===== src/rtl/sop_cube_engine.sv =====
// sop_cube_engine: run-time-loadable PLA evaluator, one cube tested per cycle behind valid/ready.
module sop_cube_engine #(
  parameter int N_IN   = 6,
  parameter int N_OUT  = 3,
  parameter int N_CUBE = 16,
  parameter int AW     = (N_CUBE > 1) ? $clog2(N_CUBE) : 1,
  parameter int CW     = $clog2(N_CUBE + 1)
) (
  input  logic              clk,
  input  logic              rst,
  input  logic              cfg_we,
  input  logic [AW-1:0]     cfg_addr,
  input  logic [2*N_IN-1:0] cfg_cube,
  input  logic [N_OUT-1:0]  cfg_plane,
  input  logic              ctl_we,
  input  logic [CW-1:0]     ctl_ncube,
  input  logic [N_OUT-1:0]  ctl_pol,
  output logic              cfg_err,
  input  logic              in_valid,
  output logic              in_ready,
  input  logic [N_IN-1:0]   in_vec,
  output logic              out_valid,
  input  logic              out_ready,
  output logic [N_OUT-1:0]  out_vec
);
  typedef enum logic [1:0] {IDLE, SCAN, DONE} state_t;
  state_t r_state, w_next;
  logic [2*N_IN-1:0] r_cube [N_CUBE];
  logic [N_OUT-1:0]  r_plane [N_CUBE];
  logic [CW-1:0]     r_ncube, w_ncube;
  logic [N_OUT-1:0]  r_pol, w_pol, r_acc, w_acc, r_out;
  logic [N_IN-1:0]   r_vec;
  logic [AW-1:0]     r_idx;
  logic r_err, w_idle, w_accept, w_match, w_last, w_addr_ok, w_cfg_ok, w_ctl_ok, w_err;
  assign w_idle    = r_state == IDLE;
  assign in_ready  = w_idle & ~rst;
  assign w_accept  = in_valid & in_ready;
  assign w_addr_ok = 32'(cfg_addr) < N_CUBE;
  assign w_cfg_ok  = cfg_we & w_idle & w_addr_ok;
  assign w_ctl_ok  = ctl_we & w_idle;
  assign w_err     = ((cfg_we | ctl_we) & ~w_idle) | (cfg_we & ~w_addr_ok);
  // a control write in the accept cycle already governs the scan about to start
  assign w_ncube   = w_ctl_ok ? ((32'(ctl_ncube) > N_CUBE) ? CW'(N_CUBE) : ctl_ncube) : r_ncube;
  assign w_pol     = w_ctl_ok ? ctl_pol : r_pol;
  assign w_last    = CW'(r_idx) == r_ncube - CW'(1);
  assign w_acc     = r_acc | (w_match ? r_plane[r_idx] : '0);
  assign out_valid = r_state == DONE;
  assign out_vec   = r_out;
  assign cfg_err   = r_err;
  always_comb begin
    w_match = 1'b1;
    for (int i = 0; i < N_IN; i++)
      w_match = w_match & ((r_cube[r_idx][2*i +: 2] == 2'b00) ||
                           (r_cube[r_idx][2*i +: 2] == (r_vec[i] ? 2'b01 : 2'b10)));
  end
  always_comb begin
    w_next = r_state == IDLE ? (w_accept ? (w_ncube == '0 ? DONE : SCAN) : IDLE) :
             r_state == SCAN ? (w_last ? DONE : SCAN) :
             (out_ready ? IDLE : DONE);
  end
  always_ff @(posedge clk) begin
    if (rst) r_state <= IDLE;
    else     r_state <= w_next;
  end
  always_ff @(posedge clk) begin
    if (rst) begin
      for (int i = 0; i < N_CUBE; i++) begin
        r_cube[i]  <= '1;
        r_plane[i] <= '0;
      end
      r_ncube <= '0;
      r_pol   <= '0;
      r_acc   <= '0;
      r_out   <= '0;
      r_idx   <= '0;
      r_vec   <= '0;
      r_err   <= 1'b0;
    end else begin
      r_err   <= w_err;
      r_ncube <= w_ncube;
      r_pol   <= w_pol;
      if (w_cfg_ok) begin
        r_cube[cfg_addr]  <= cfg_cube;
        r_plane[cfg_addr] <= cfg_plane;
      end
      if (w_accept) begin
        r_vec <= in_vec;
        r_acc <= '0;
        r_idx <= '0;
        if (w_ncube == '0) r_out <= w_pol;
      end
      if (r_state == SCAN) begin
        r_acc <= w_acc;
        r_idx <= r_idx + 1'b1;
        if (w_last) r_out <= w_acc ^ r_pol;
      end
    end
  end
endmodule


===== config.mk =====
export PLATFORM = sky130hd
export DESIGN_NAME = sop_cube_engine
export DESIGN_NICKNAME = d
export VERILOG_FILES = /design/src/rtl/sop_cube_engine.sv
export SDC_FILE = /design/constraint.sdc
export NUM_CORES = 1
export LEC_CHECK = 0
export BUFFER_PORTS_ARGS = -buffer_cell sky130_fd_sc_hd__buf_2
export CAP_MARGIN = 20
export CORE_UTILIZATION = 56
export CTS_CLUSTER_SIZE = 14
export DETAILED_ROUTE_END_ITERATION = 8
export PLACE_DENSITY = 0.76
export SLEW_MARGIN = 40
export SYNTH_ARGS = -nofsm -noshare
export SYNTH_HDL_FRONTEND = slang
export SYNTH_SLANG_ARGS = --single-unit

===== constraint.sdc =====
create_clock -name clk -period 2.8 [get_ports clk]
set_input_delay 0.28 -clock clk [delete_from_list [all_inputs] [get_ports clk]]
set_output_delay 0.28 -clock clk [all_outputs]
set_load 0.1 [all_outputs]

# Yosys cells after proc, flatten, opt, wreduce, memory -nomap -nowiden
# Memories as Yosys holds them, arrays and structs flattened. A register that Yosys moved wholly into a read port is not among the register bits.
# Cells that the tools add are included.
[word_totals] register_bits=27 n_memories=2 input_bits=39 elab_cells=93 mem_bits_rw=240
[op_classes] n_reduce_logical=17 eq_ne=9 n_bitwise=15 n_mux=39 add_sub_neg=2 order_cmp=1
[memory_table] memory="r_cube" words=16 word_bits=12 rd=1 rd_ports_with_merged_regs=1 write_ports=16 line_no="28" source="logic [2*N_IN-1:0] r_cube [N_CUBE];"
[memory_table] memory="r_plane" words=16 word_bits=3 rd=1 rd_ports_with_merged_regs=1 write_ports=16 line_no="29" source="logic [N_OUT-1:0] r_plane [N_CUBE];"
[op_table] op="4-bit 2-to-1 mux" n=8
[op_table] op="3-bit 2-to-1 mux" n=9
[op_table] op="2-bit 2-to-1 mux" n=12
[op_table] op="2-bit zero test" n=7
[op_table] op="2-bit equality test" n=6
[op_table] op="12-bit 2-to-1 mux" n=1
[op_table] op="12-bit OR reduction" n=1
[op_table] op="1-bit bitwise AND" n=10
[op_table] op="5-bit 2-to-1 mux" n=2
[op_table] op="1-bit 2-to-1 mux" n=7
[op_table] op="1-bit logical OR" n=6
[op_table] op="4-bit by 5-bit equality test with 1-bit output" n=1
[op_table] op="5-bit > comparator (second input constant)" n=1
[op_table] op="5-bit zero test" n=1
[op_table] op="5-bit by 1-bit subtractor with 5-bit output (second input constant)" n=1
[op_table] op="4-bit by 1-bit adder with 4-bit output (second input constant)" n=1
[op_table] op="3-bit bitwise OR" n=1
[op_table] op="3-bit OR reduction" n=1
[op_table] op="3-bit XOR" n=1
[op_table] op="2-bit by 1-bit equality test with 1-bit output (second input constant)" n=1
[op_table] op="2-bit equality test (second input constant)" n=1
[op_table] op="1-bit NOT" n=2
[op_table] op="2-bit nonzero test" n=1
[op_table] op="1-bit bitwise OR" n=1

# Logic depth before layout (Yosys ltp)
[depth] word_depth=13 ltp_mapped=10

# Worst setup path before layout
# Ideal clock, no wire load.
[synth_path] path_kind="in2reg" from="in rst" to="mem r_cube[4][0] (netlist name), enable pin" path_stages=7 setup_slack_ns=-2.174 n_path_buf=2 arrival_ns=4.567 cell_sequence="clkbuf_1 > nor3_1 > nand2_1 > nor2_1 > nand2_1 > clkbuf_1 > o21ai_0"
[synth_rtl] item="start, declared" line_no="10" source="input logic rst,"
[synth_rtl] item="end, declared" line_no="28"

==> summary.md <==
| Metric | Value |
|---|---|
| Outcome | finished with violations |
| Failing checks | setup timing |
| FP Rows | 53 |
| Main area contributors after synthesis | edfxtp_1 59%, mux4_2 11%, or2_2 5.1% |
| CTS Buffer Depth | 3 |
| Final WS setup | -0.0290 ns |
| Post-route insts no fill | 1227 |
| Initial Util | 57.8% |
| Minimum clock period after layout | 2.83 ns |
| Max Slew Vio Count | 0 |
| Setup violations, final | 2 |
| Max-slew headroom | 47.2% |
| First-pass GRT wire length | 45200 um |
| Initial antenna violation count | 0 |
| DRC | 0 |
| CP required | 3.21 ns |
| Vias in the first global route | 7752 |
| Tightest Hold Check Type | in2reg |
| Avg Inst Size Synth | 14.1 um2 |
| Synthesis-stage register bit count | 271 |
| Post-synth top area share | 58.8% |
| Post-synth EDFFs | 240 |
| Die Wd | between 100 and 150 um |
| Routability congestion estimate from global placement | a little over 0.8 |
| Die footprint | 0.0225 mm2 |
| Period utilisation layout | 101% |
| P&R area growth vs syn | 16.5% |
| GRT Resource Usage Total | 27.8% |
| Hpwl dp | 18800 um |
| Leak | 3.93 nW |
| Clock skew | 0.0126 ns |
| Synth cell types | 53 |
| Die Ht | 150 um |
| Worst slew pin tran | 0.788 ns |
| Pre-antenna DRT Iters | 5 |
| Layout Utilization | 67.3% |
| RSZ-0062 raised after global routing | yes |
| Cell Area, Synth | 0.0123 mm2 |
| Crit path kind | reg2reg |
| Sequential fraction of the synthesis area | 63.8% |
| Synth area leader | edfxtp_1 |
| DR iter-0 viols | 712 |
| Ports | 45 |
| Vias/cell | about 6.3 |
| Vias | 7721 |
| Worst setup SP type | flop |
| Max Cap Violations | 0 |
| Post-DR wirelength/cell | 24.6 um |
| Power per standard cell area | 633 mW/mm2 |
| Post-route cell area | 0.0143 mm2 |
| Syn Nets | 908 |
| Main synth FF type | edfxtp_1 |
| Wirelength, routed | 30200 um |
| Antenna cell count | 0 |
| Maximum vdd drop | 0.585 mV |
| Final Hold Fails | 0 |
| CTS tree | yes |
| Achievable Freq | 353 MHz |
| Largest net degree at the start of global routing | 40 |
| Nets | 972 |
| CTS sink cnt | 271 |
| WP data arrival | 3.24 ns |
| CTS root buf | clkbuf_16 |
| DP Area | 0.0131 mm2 |
| Max FO, Critical Path | 6 |
| Crit path capture type | flop |
| H-tree depth | 1 |
| Filler cell count | 1471 |
| Clk_lat worst skew | 0.55 ns |
| Num CTS Buffers | 28 |
| GRT overflow | 0 |
| Synth warn | 0 |
| IO buf count | between 40 and 50 |
| Fraction of layout cells with a size suffix above 1 | between 30% and 40% |
| Post-synth ARST share | 0% |
| Placed insts | 1166 |
| Clock transition at path regs | 0.06 ns |
| Core area | 0.0212 mm2 |
| Post-route ant nets | 0 |
| Syn Inst Count | 867 |
worst max-delay path: stages, from the launching register on:
cell	delay [ns]
dfxtp_4	0.44
clkbuf_16	0.20
mux4_2	0.51
nor4b_2	0.27
nor4_1	0.07
or4_4	0.65
a211oi_2	0.29
or4_1	0.17
o211ai_1	0.09
cell families after synthesis:
| group | share of synthesized area [%] |
|---|---|
| simple gates | 17.1 |
| compound gates | 3.30 |
| flops | 63.8 |
| xor+xnor | 0.428 |
| fa+ha+maj | 0.204 |
| buf+inv | 2.91 |
| mux | 12.3 |
report_power, final:
group	internal, W	switching (W)	total, W	leakage, nW
clock network	0.00234	0.00156	0.00390	0.478
registers	0.00445	0.0000419	0.00449	2.08
logic	0.000221	0.000425	0.000647	1.38
total	0.00701	0.00203	0.00904	3.93
flip-flops by register name (all words and copies together) (netlist names), named ones only:
| signal | cells |
|---|---|
| r_plane | 48 |
| r_acc | 3 |
| cfg_err | 1 |
| out_vec | 3 |
| r_state | 2 |
| r_ncube | 5 |
| r_vec | 6 |
| r_cube | 192 |
| r_idx | 4 |
| r_pol | 3 |
layout by cell type, fill, tap and decap left out, types with 12 or more instances in the layout:
cell / netlist / layout
edfxtp_1: 240 / 240
or2_2: 100 / 99
or3_1: 87 / 87
mux4_2: 60 / 60
nor2_1: 50 / 50
buf_2: 5 / 44
buf_4: 3 / 42
nand2_1: 41 / 34
clkbuf_16: 0 / 30
dfxtp_1: 31 / 29
nor3_1: 27 / 25
nand2b_1: 18 / 18
a21oi_1: 13 / 12
mux2i_1: 12 / 12
through the flow:
step	power (W)	TNS, ns	hold slack, ns	worst slack (ns)
6_report	0.00904	-0.0459	0.0164	-0.0290
5_1_grt	0.00927	-0.335	0.0107	-0.114
4_1_cts	0.00905	-0.00810	0.00616	-0.00621
3_5_place_dp	0.00520	-0.115	0.478	-0.0684
3_3_place_gp	0.00518	-0.0225	0.472	-0.0225
2_1_floorplan	0.00494	-0.371	0.388	-0.0124
worst paths after layout:
| path | startpoint | to | slack [ns] | depth (start not counted) |
|---|---|---|---|---|
| hold / removal | out_ready | r_state[1] | 0.02 | 3 |
| setup / recovery | flop | out_vec[1] | -0.03 | 8 |
| setup reg to reg | flop | out_vec[1] | -0.03 | 8 |
| hold reg to reg | r_idx[3] | r_idx[3] | 0.52 | 2 |
metal layers:
layer | global-route usage, % | part of all wire (%) | vias up | routed length [um]
li1 | - | - | 3423 | -
met5 | 0 | 0 | - | 0
met1 | 36.6 | 39 | 3873 | 11800
met3 | 4.09 | 7.9 | 63 | 2400
met4 | 10.1 | 2.6 | 0 | 776
met2 | 47.3 | 50 | 362 | 15200
cell type report:
class	instances	area [um2]	area share (%)
Sequential cell	271	7840	54.8
Multi-Input combinational cell	514	4270	29.9
Timing Repair Buffer	106	836	5.85
Clock buffer	29	726	5.08
Tap cell	275	344	2.41
Clock inverter	22	241	1.69
Inverter	10	37.5	0.263
Yosys cell counts, types with 3 or more instances:
master	instances
mux4_2	60
a21oi_1	13
mux2i_1	12
nand2_1	41
nor2b_1	9
mux2_2	3
clkbuf_1	60
nor4b_1	5
or3_1	87
buf_2	5
buf_4	3
nor3_1	27
xnor2_1	5
nor2_1	50
nand3_1	7
a22o_1	3
nand4_1	4
inv_1	10
o221ai_1	3
a31oi_1	3
a22oi_1	3
o21ai_0	12
or2_2	100
dfxtp_1	31
nand2b_1	18
edfxtp_1	240
o31ai_1	3
nor4_1	11
nor3b_1	4
repair_timing:
item                                    in CTS  in global routing
buffers inserted                             1                  1
gates cloned                                 0                  1
hold buffers                                 7                  0
hold endpoints to repair                     7                  0
pin swaps                                    1                  5
gates resized for setup                      5                 17
endpoints found under the setup margin       3                  6
Power figures use the tool's default switching activity.
